--- config.mk ---
export PLATFORM = sky130hd
export DESIGN_NAME = restaura_mapa
export DESIGN_NICKNAME = d
export VERILOG_FILES = /design/src/rtl/restaura_mapa_pkg.sv /design/src/rtl/restaura_mapa_contador_celulas.sv /design/src/rtl/restaura_mapa.sv
export SDC_FILE = /design/constraint.sdc
export NUM_CORES = 1
export LEC_CHECK = 0
export BUFFER_PORTS_ARGS = -buffer_cell sky130_fd_sc_hd__buf_2
export CORE_MARGIN = 5
export CORE_UTILIZATION = 43
export DETAILED_ROUTE_END_ITERATION = 8
export GPL_TIMING_DRIVEN = 1
export PLACE_DENSITY = 0.73
export SYNTH_ARGS = -nofsm -noshare
export SYNTH_HDL_FRONTEND = slang
export SYNTH_HIERARCHICAL = 1
export SYNTH_SLANG_ARGS = --single-unit
--- constraint.sdc ---
create_clock -name clock -period 1.5 [get_ports clock]
set_input_delay 0.075 -clock clock [delete_from_list [all_inputs] [get_ports clock]]
set_output_delay 0.075 -clock clock [all_outputs]
set_load 0.005 [all_outputs]
--- src/rtl/restaura_mapa_pkg.sv ---
// Shared encodings for the map-restore block and the datapath that reads the map.
package restaura_mapa_pkg;

   // Restore FSM state codes (also exported on db_estado)
   localparam logic [1:0] IDLE    = 2'd0;
   localparam logic [1:0] LEITURA = 2'd1;
   localparam logic [1:0] COPIA   = 2'd2;
   localparam logic [1:0] FIM     = 2'd3;

   // Map cell codes, shared with the collision checker
   localparam logic [1:0] LIVRE     = 2'd0;
   localparam logic [1:0] OBSTACULO = 2'd1;
   localparam logic [1:0] CHEGADA   = 2'd2;

endpackage

--- src/rtl/restaura_mapa_contador_celulas.sv ---
// Cell counter: synchronous up-counter with clear, enable and a terminal flag.
module contador_celulas #(
   parameter int W       = 7,
   parameter int FIM_VAL = 64
) (
   input  logic         clock,
   input  logic         reset,
   input  logic         clr,
   input  logic         en,
   output logic [W-1:0] q,
   output logic         fim
);

   // Count register; clear has priority over enable
   always_ff @(posedge clock or negedge reset) begin
      if (!reset) begin
         q <= '0;
      end else if (clr) begin
         q <= '0;
      end else if (en) begin
         q <= q + 1'b1;
      end
   end

   assign fim = (q == W'(FIM_VAL));

endmodule

--- src/rtl/restaura_mapa.sv ---
// Restore responder: copies the selected ROM map into the working-map RAM,
// one cell per cycle, and holds fim_restore until the request is withdrawn.
module restaura_mapa
   import restaura_mapa_pkg::*;
#(
   parameter int ADDR_W = 6,
   parameter int DATA_W = 2,
   parameter int MAPA_W = 2
) (
   input  logic                     clock,
   input  logic                     reset,
   input  logic                     restore,
   input  logic [MAPA_W-1:0]        mapa_sel,
   output logic [MAPA_W+ADDR_W-1:0] rom_addr,
   input  logic [DATA_W-1:0]        rom_data,
   output logic                     ram_we,
   output logic [ADDR_W-1:0]        ram_addr,
   output logic [DATA_W-1:0]        ram_wdata,
   output logic                     fim_restore,
   output logic                     ocupado,
   output logic [1:0]               db_estado
);

   localparam int N  = 2**ADDR_W;
   // One extra bit so the terminal value N never aliases to cell 0
   localparam int CW = ADDR_W + 1;

   logic [1:0]        estado;
   logic [1:0]        prox;
   logic [MAPA_W-1:0] mapa_q;
   logic [CW-1:0]     k;
   logic              k_fim;
   logic              k_clr;
   logic              k_en;

   // k holds 0 while idle, reaches 1 in LEITURA and runs ahead of the write address by one
   assign k_clr = (estado == IDLE);
   assign k_en  = (estado == LEITURA) || (estado == COPIA);

   contador_celulas #(
      .W       (CW),
      .FIM_VAL (N)
   ) u_contador (
      .clock (clock),
      .reset (reset),
      .clr   (k_clr),
      .en    (k_en),
      .q     (k),
      .fim   (k_fim)
   );

   // Latch the map selector only at the start of a copy
   always_ff @(posedge clock or negedge reset) begin
      if (!reset) begin
         mapa_q <= '0;
      end else if ((estado == IDLE) && restore) begin
         mapa_q <= mapa_sel;
      end
   end

   // State register
   always_ff @(posedge clock or negedge reset) begin
      if (!reset) begin
         estado <= IDLE;
      end else begin
         estado <= prox;
      end
   end

   // Next state: withdrawing restore aborts a copy; FIM waits for restore low
   always_comb begin
      prox = estado;
      case (estado)
         IDLE:    if (restore) prox = LEITURA;
         LEITURA: prox = restore ? COPIA : IDLE;
         COPIA: begin
            if (!restore)  prox = IDLE;
            else if (k_fim) prox = FIM;
         end
         FIM:     if (!restore) prox = IDLE;
         default: prox = IDLE;
      endcase
   end

   // Moore outputs; ROM address leads the RAM address by one cell to cover the read latency
   always_comb begin
      rom_addr    = '0;
      ram_we      = 1'b0;
      ram_addr    = '0;
      fim_restore = 1'b0;
      ocupado     = 1'b0;
      case (estado)
         LEITURA: begin
            rom_addr = {mapa_q, {ADDR_W{1'b0}}};
            ocupado  = 1'b1;
         end
         COPIA: begin
            rom_addr = {mapa_q, k[ADDR_W-1:0]};
            ram_we   = 1'b1;
            ram_addr = k[ADDR_W-1:0] - ADDR_W'(1);
            ocupado  = 1'b1;
         end
         FIM: begin
            fim_restore = 1'b1;
         end
         default: begin
            rom_addr = '0;
         end
      endcase
   end

   assign ram_wdata = rom_data;
   assign db_estado = estado;

endmodule

==> reports/summary.log <==
[synth] mean instance size in the synthesized netlist 9.399 um^2
[synth] ranking of synthesized cells by instance count 11 x sky130_fd_sc_hd__dfrtp_1, 8 x sky130_fd_sc_hd__and2_1, 8 x sky130_fd_sc_hd__ha_1
[sta] hold_ws 0.02555 ns
[clock_network] TritonCTS clock tree yes
[sta] max-slew violation count 0
[sta] Max Clock Freq 0.5856 GHz
[floorplanning] die footprint 2847 um^2
[final_layout] Filler Cell Count 121
[sta] Slew @ Worst Pin 0.2680 ns
[synth] Post-synth ARST share 100.0%
[global_route] met2 Usage GRT 24.29%
[power_and_ir_drop] Static Leakage 0.6764 nW
[synth] flip-flop cell with the highest count after synthesis sky130_fd_sc_hd__dfrtp_1
[synth] number of storage elements in the synthesis netlist 11
[synth] xor/xnor share of the synthesized area 7.585%
[route] total wire length after detailed routing 2625 um
[route] average wire length per cell after detail routing 16.20 um
[final_layout] area grow syn2layout 67.34%
[clock_network] library cell used as clock root buffer sky130_fd_sc_hd__clkbuf_4
[setup_path] startpoint type of the worst setup path flip-flop
[setup_path] data arrival time of the critical path 1.63 ns
[final_layout] layout net count 153
[placement] number of buffers inserted by port buffering 23
[synth] synthesized cell area 808.3 um^2
[route] Via density 5.302
[synth] sequential-to-total area share from yosys stat 34.06%
[synth] syn_nets 101
[final_layout] area of combinational cells with multiple inputs 610.6 um^2
[placement] number of cells after detailed placement 135
[final_layout] share of post-route cells with drive strength above 1 61.31%
[floorplanning] Die Ht 53.36 um
[clock_network] clock latency at the later pin of the worst-skew pair 0.28 ns
[synth] leading cell type by number of instances after synthesis sky130_fd_sc_hd__dfrtp_1
[synth] number of warnings issued by yosys 6
[setup_path] maximum net fanout on the critical path 5
[synth] number of distinct library cells after synthesis 30
[sta] setup repair after global routing missed its margin yes
[final_layout] Sequential Area 280.3 um^2
[run_status] outcome complete, but fails checks
[sta] smallest setup slack after layout -0.2077 ns
[clock_network] count of H-tree levels built during CTS 1
[placement] DP HPWL 1296 um
[global_route] initial antenna violation count 0
[synth] synthesized-area fraction occupied by adder cells 12.38%
[global_route] total track usage 16.26%
[global_route] global-route met3 utilization 3.662%
[sta] skew final 0.007329 ns
[clock_network] Inserted Clock Buffers 3
[placement] placer's final routability congestion estimate 0.8006
[power_and_ir_drop] power density cells 1941 nW/um^2
[setup_path] master of the slowest instance on the critical path sky130_fd_sc_hd__dfrtp_2
[route] Pre-Repair DR Iteration Count 4
[synth] top cell type by total area after synthesis sky130_fd_sc_hd__dfrtp_1
[flow_run] Max-Cap Viols 0
[route] Via Count 859
[sta] setup TNS after final layout -0.7587 ns
[sta] final-report setup violation count 9
[synth] Post-synth EDFFs 0
[setup_path] delay of the slowest cell on the worst path 0.46 ns
[global_route] met1 track utilization from global routing 20.10%
[global_route] GRT overflow 0
[global_route] largest net degree at the start of global routing 12
[synth] post-synth top area share 34.06%
[final_layout] count of antenna diodes in the layout 0
[global_route] most heavily used metal layer in global routing met2
[setup_path] data required time of the worst path 1.42 ns
[route] DRC violation total after the first TritonRoute iteration 27
[sta] share of the cycle needed by the critical path after routing 113.8%
[clock_network] clock slew at reported path FFs 0.07 ns
[sta] Hold Vio Cnt, Final 0
[clock_network] clock sink count 11
[route] number of remaining DRC errors 0
[floorplanning] chip width 53.36 um
[synth] cell types with the largest area share after synthesis sky130_fd_sc_hd__dfrtp_1 34%, sky130_fd_sc_hd__ha_1 12%, sky130_fd_sc_hd__xor2_1 6.5%
[setup_path] Setup crit end kind output pin
[setup_path] type of the worst setup path reg -> out
[floorplanning] Top Ports 28
[sta] Rel. slew slack 82.14%
[synth] Synth Area in Compound Gates 4.644%
[synth] multiplexer fraction of the synthesized cell area 8.359%
[route] number of antenna-violating nets in the routed design 0
[synth] number of cells produced by synthesis 86
[power_and_ir_drop] largest voltage drop on the vdd net 0.001121 V
[final_layout] utilization of the core after routing 76.67%
[synth] main combinational cell family by area after synthesis simple AND/OR/NAND/NOR gates
[floorplanning] number of cell rows 15
[hold_path] Worst Hold Class in -> reg
[synth] Simple-Gate Fraction of Synth Area 26.93%
[setup_path] critical path cell sequence inv_2, ha_4, nor3b_4, xor2_1, and2_1, buf_2
[placement] Setup Slack @ Placement 0.02767 ns
[floorplanning] effective utilization at floorplan 45.82%
[sta] minimum period implied by the final worst setup slack 1.708 ns
[global_route] global-route wire length before repair 3243 um
[clock_network] Longest Clk Path Bufs 2
[run_status] failing checks setup timing
[floorplanning] placeable core region 1764 um^2
[final_layout] number of non-filler instances in the completed layout 162
[global_route] number of global-route vias before repair 717
==> path summary, 6_finish.rpt <==
path                       cells after the start       startpoint         endpoint  slack (ns)
setup / recovery                               6  u_contador/q[1]      ram_addr[4]       -0.21
hold / removal                                 2      mapa_sel[0]        mapa_q[0]        0.03
setup reg to reg                               6     db_estado[1]  u_contador/q[6]       -0.06
hold reg to reg                                1        mapa_q[1]        mapa_q[1]        0.52
max in group asynchronous                      2            reset  u_contador/q[1]        1.06
min in group asynchronous                      2            reset  u_contador/q[5]        0.21
==> power breakdown <==
part	internal (W)	total (W)	switching [W]
registers	0.000383	0.000473	0.0000898
logic	0.00113	0.00194	0.000811
clock network	0.000103	0.000215	0.000112
total	0.00161	0.00263	0.00101
==> placed cells by master, fill, tap and decap left out, types with 2 or more instances in the layout <==
master / count
sky130_fd_sc_hd__dfrtp_2: 4
sky130_fd_sc_hd__buf_4: 20
sky130_fd_sc_hd__and3_4: 2
sky130_fd_sc_hd__nand2_1: 5
sky130_fd_sc_hd__ha_4: 4
sky130_fd_sc_hd__a21oi_1: 2
sky130_fd_sc_hd__inv_1: 2
sky130_fd_sc_hd__nor2_1: 6
sky130_fd_sc_hd__buf_6: 9
sky130_fd_sc_hd__mux2_2: 2
sky130_fd_sc_hd__xor2_1: 6
sky130_fd_sc_hd__mux2i_1: 2
sky130_fd_sc_hd__and2_1: 8
sky130_fd_sc_hd__clkbuf_4: 3
sky130_fd_sc_hd__ha_1: 3
sky130_fd_sc_hd__inv_2: 4
sky130_fd_sc_hd__buf_2: 20
sky130_fd_sc_hd__dfrtp_1: 7
==> kinds of logic (layout without fill, tap and decap cells) <==
family	after synthesis	in the layout
XOR/XNOR	7	7
multiplexers	6	6
AO/OA/AOI/OAI	7	7
AND/OR/NAND/NOR	37	37
adder cells (fa/ha/maj)	8	8
buffers and inverters	10	61
flip-flops	11	11
==> through the flow <==
stage	power, W	cell area [um^2]
6_report	0.002625	1353
5_1_grt	0.002801	1353
4_1_cts	0.002171	1214
3_5_place_dp	0.001493	987.2
3_3_place_gp	0.001461	987.2
2_1_floorplan	0.001192	833.3
==> flip-flops by register name, indices dropped and copies added (netlist names) <==
register      cells
mapa_q            2
u_contador/q      7
db_estado         2
==> critical path: cells and delay by family, from the launching register on <==
kind / cells / cell delay [ns]
flip-flops: 1 / 0.46
AND/OR/NAND/NOR: 2 / 0.36
buffers and inverters: 2 / 0.20
XOR/XNOR: 1 / 0.20
adder cells (fa/ha/maj): 1 / 0.13
==> layout make-up <==
class,instances,area share [%]
timing repair buffer,51,28.21
clock buffer,4,1.943
inverter,6,1.665
tap,25,2.313
sequential,11,20.72
multi-input combinational,65,45.14
==> per-layer routing <==
metal	part of all wire, %	up-vias
met5	0	-
met4	3.3	0
met3	7.8	9
met2	53	54
met1	36	407
li1	-	389
==> what timing repair did <==
action                                 CTS  global route
endpoints found under the hold margin   11             0
hold buffers                             1             0
pin swaps                               12            11
setup endpoints to repair               13            17
gates resized for setup                 21            17
buffers inserted                        13             8
cloned                                   0             1
Power figures use the tool's default switching activity.
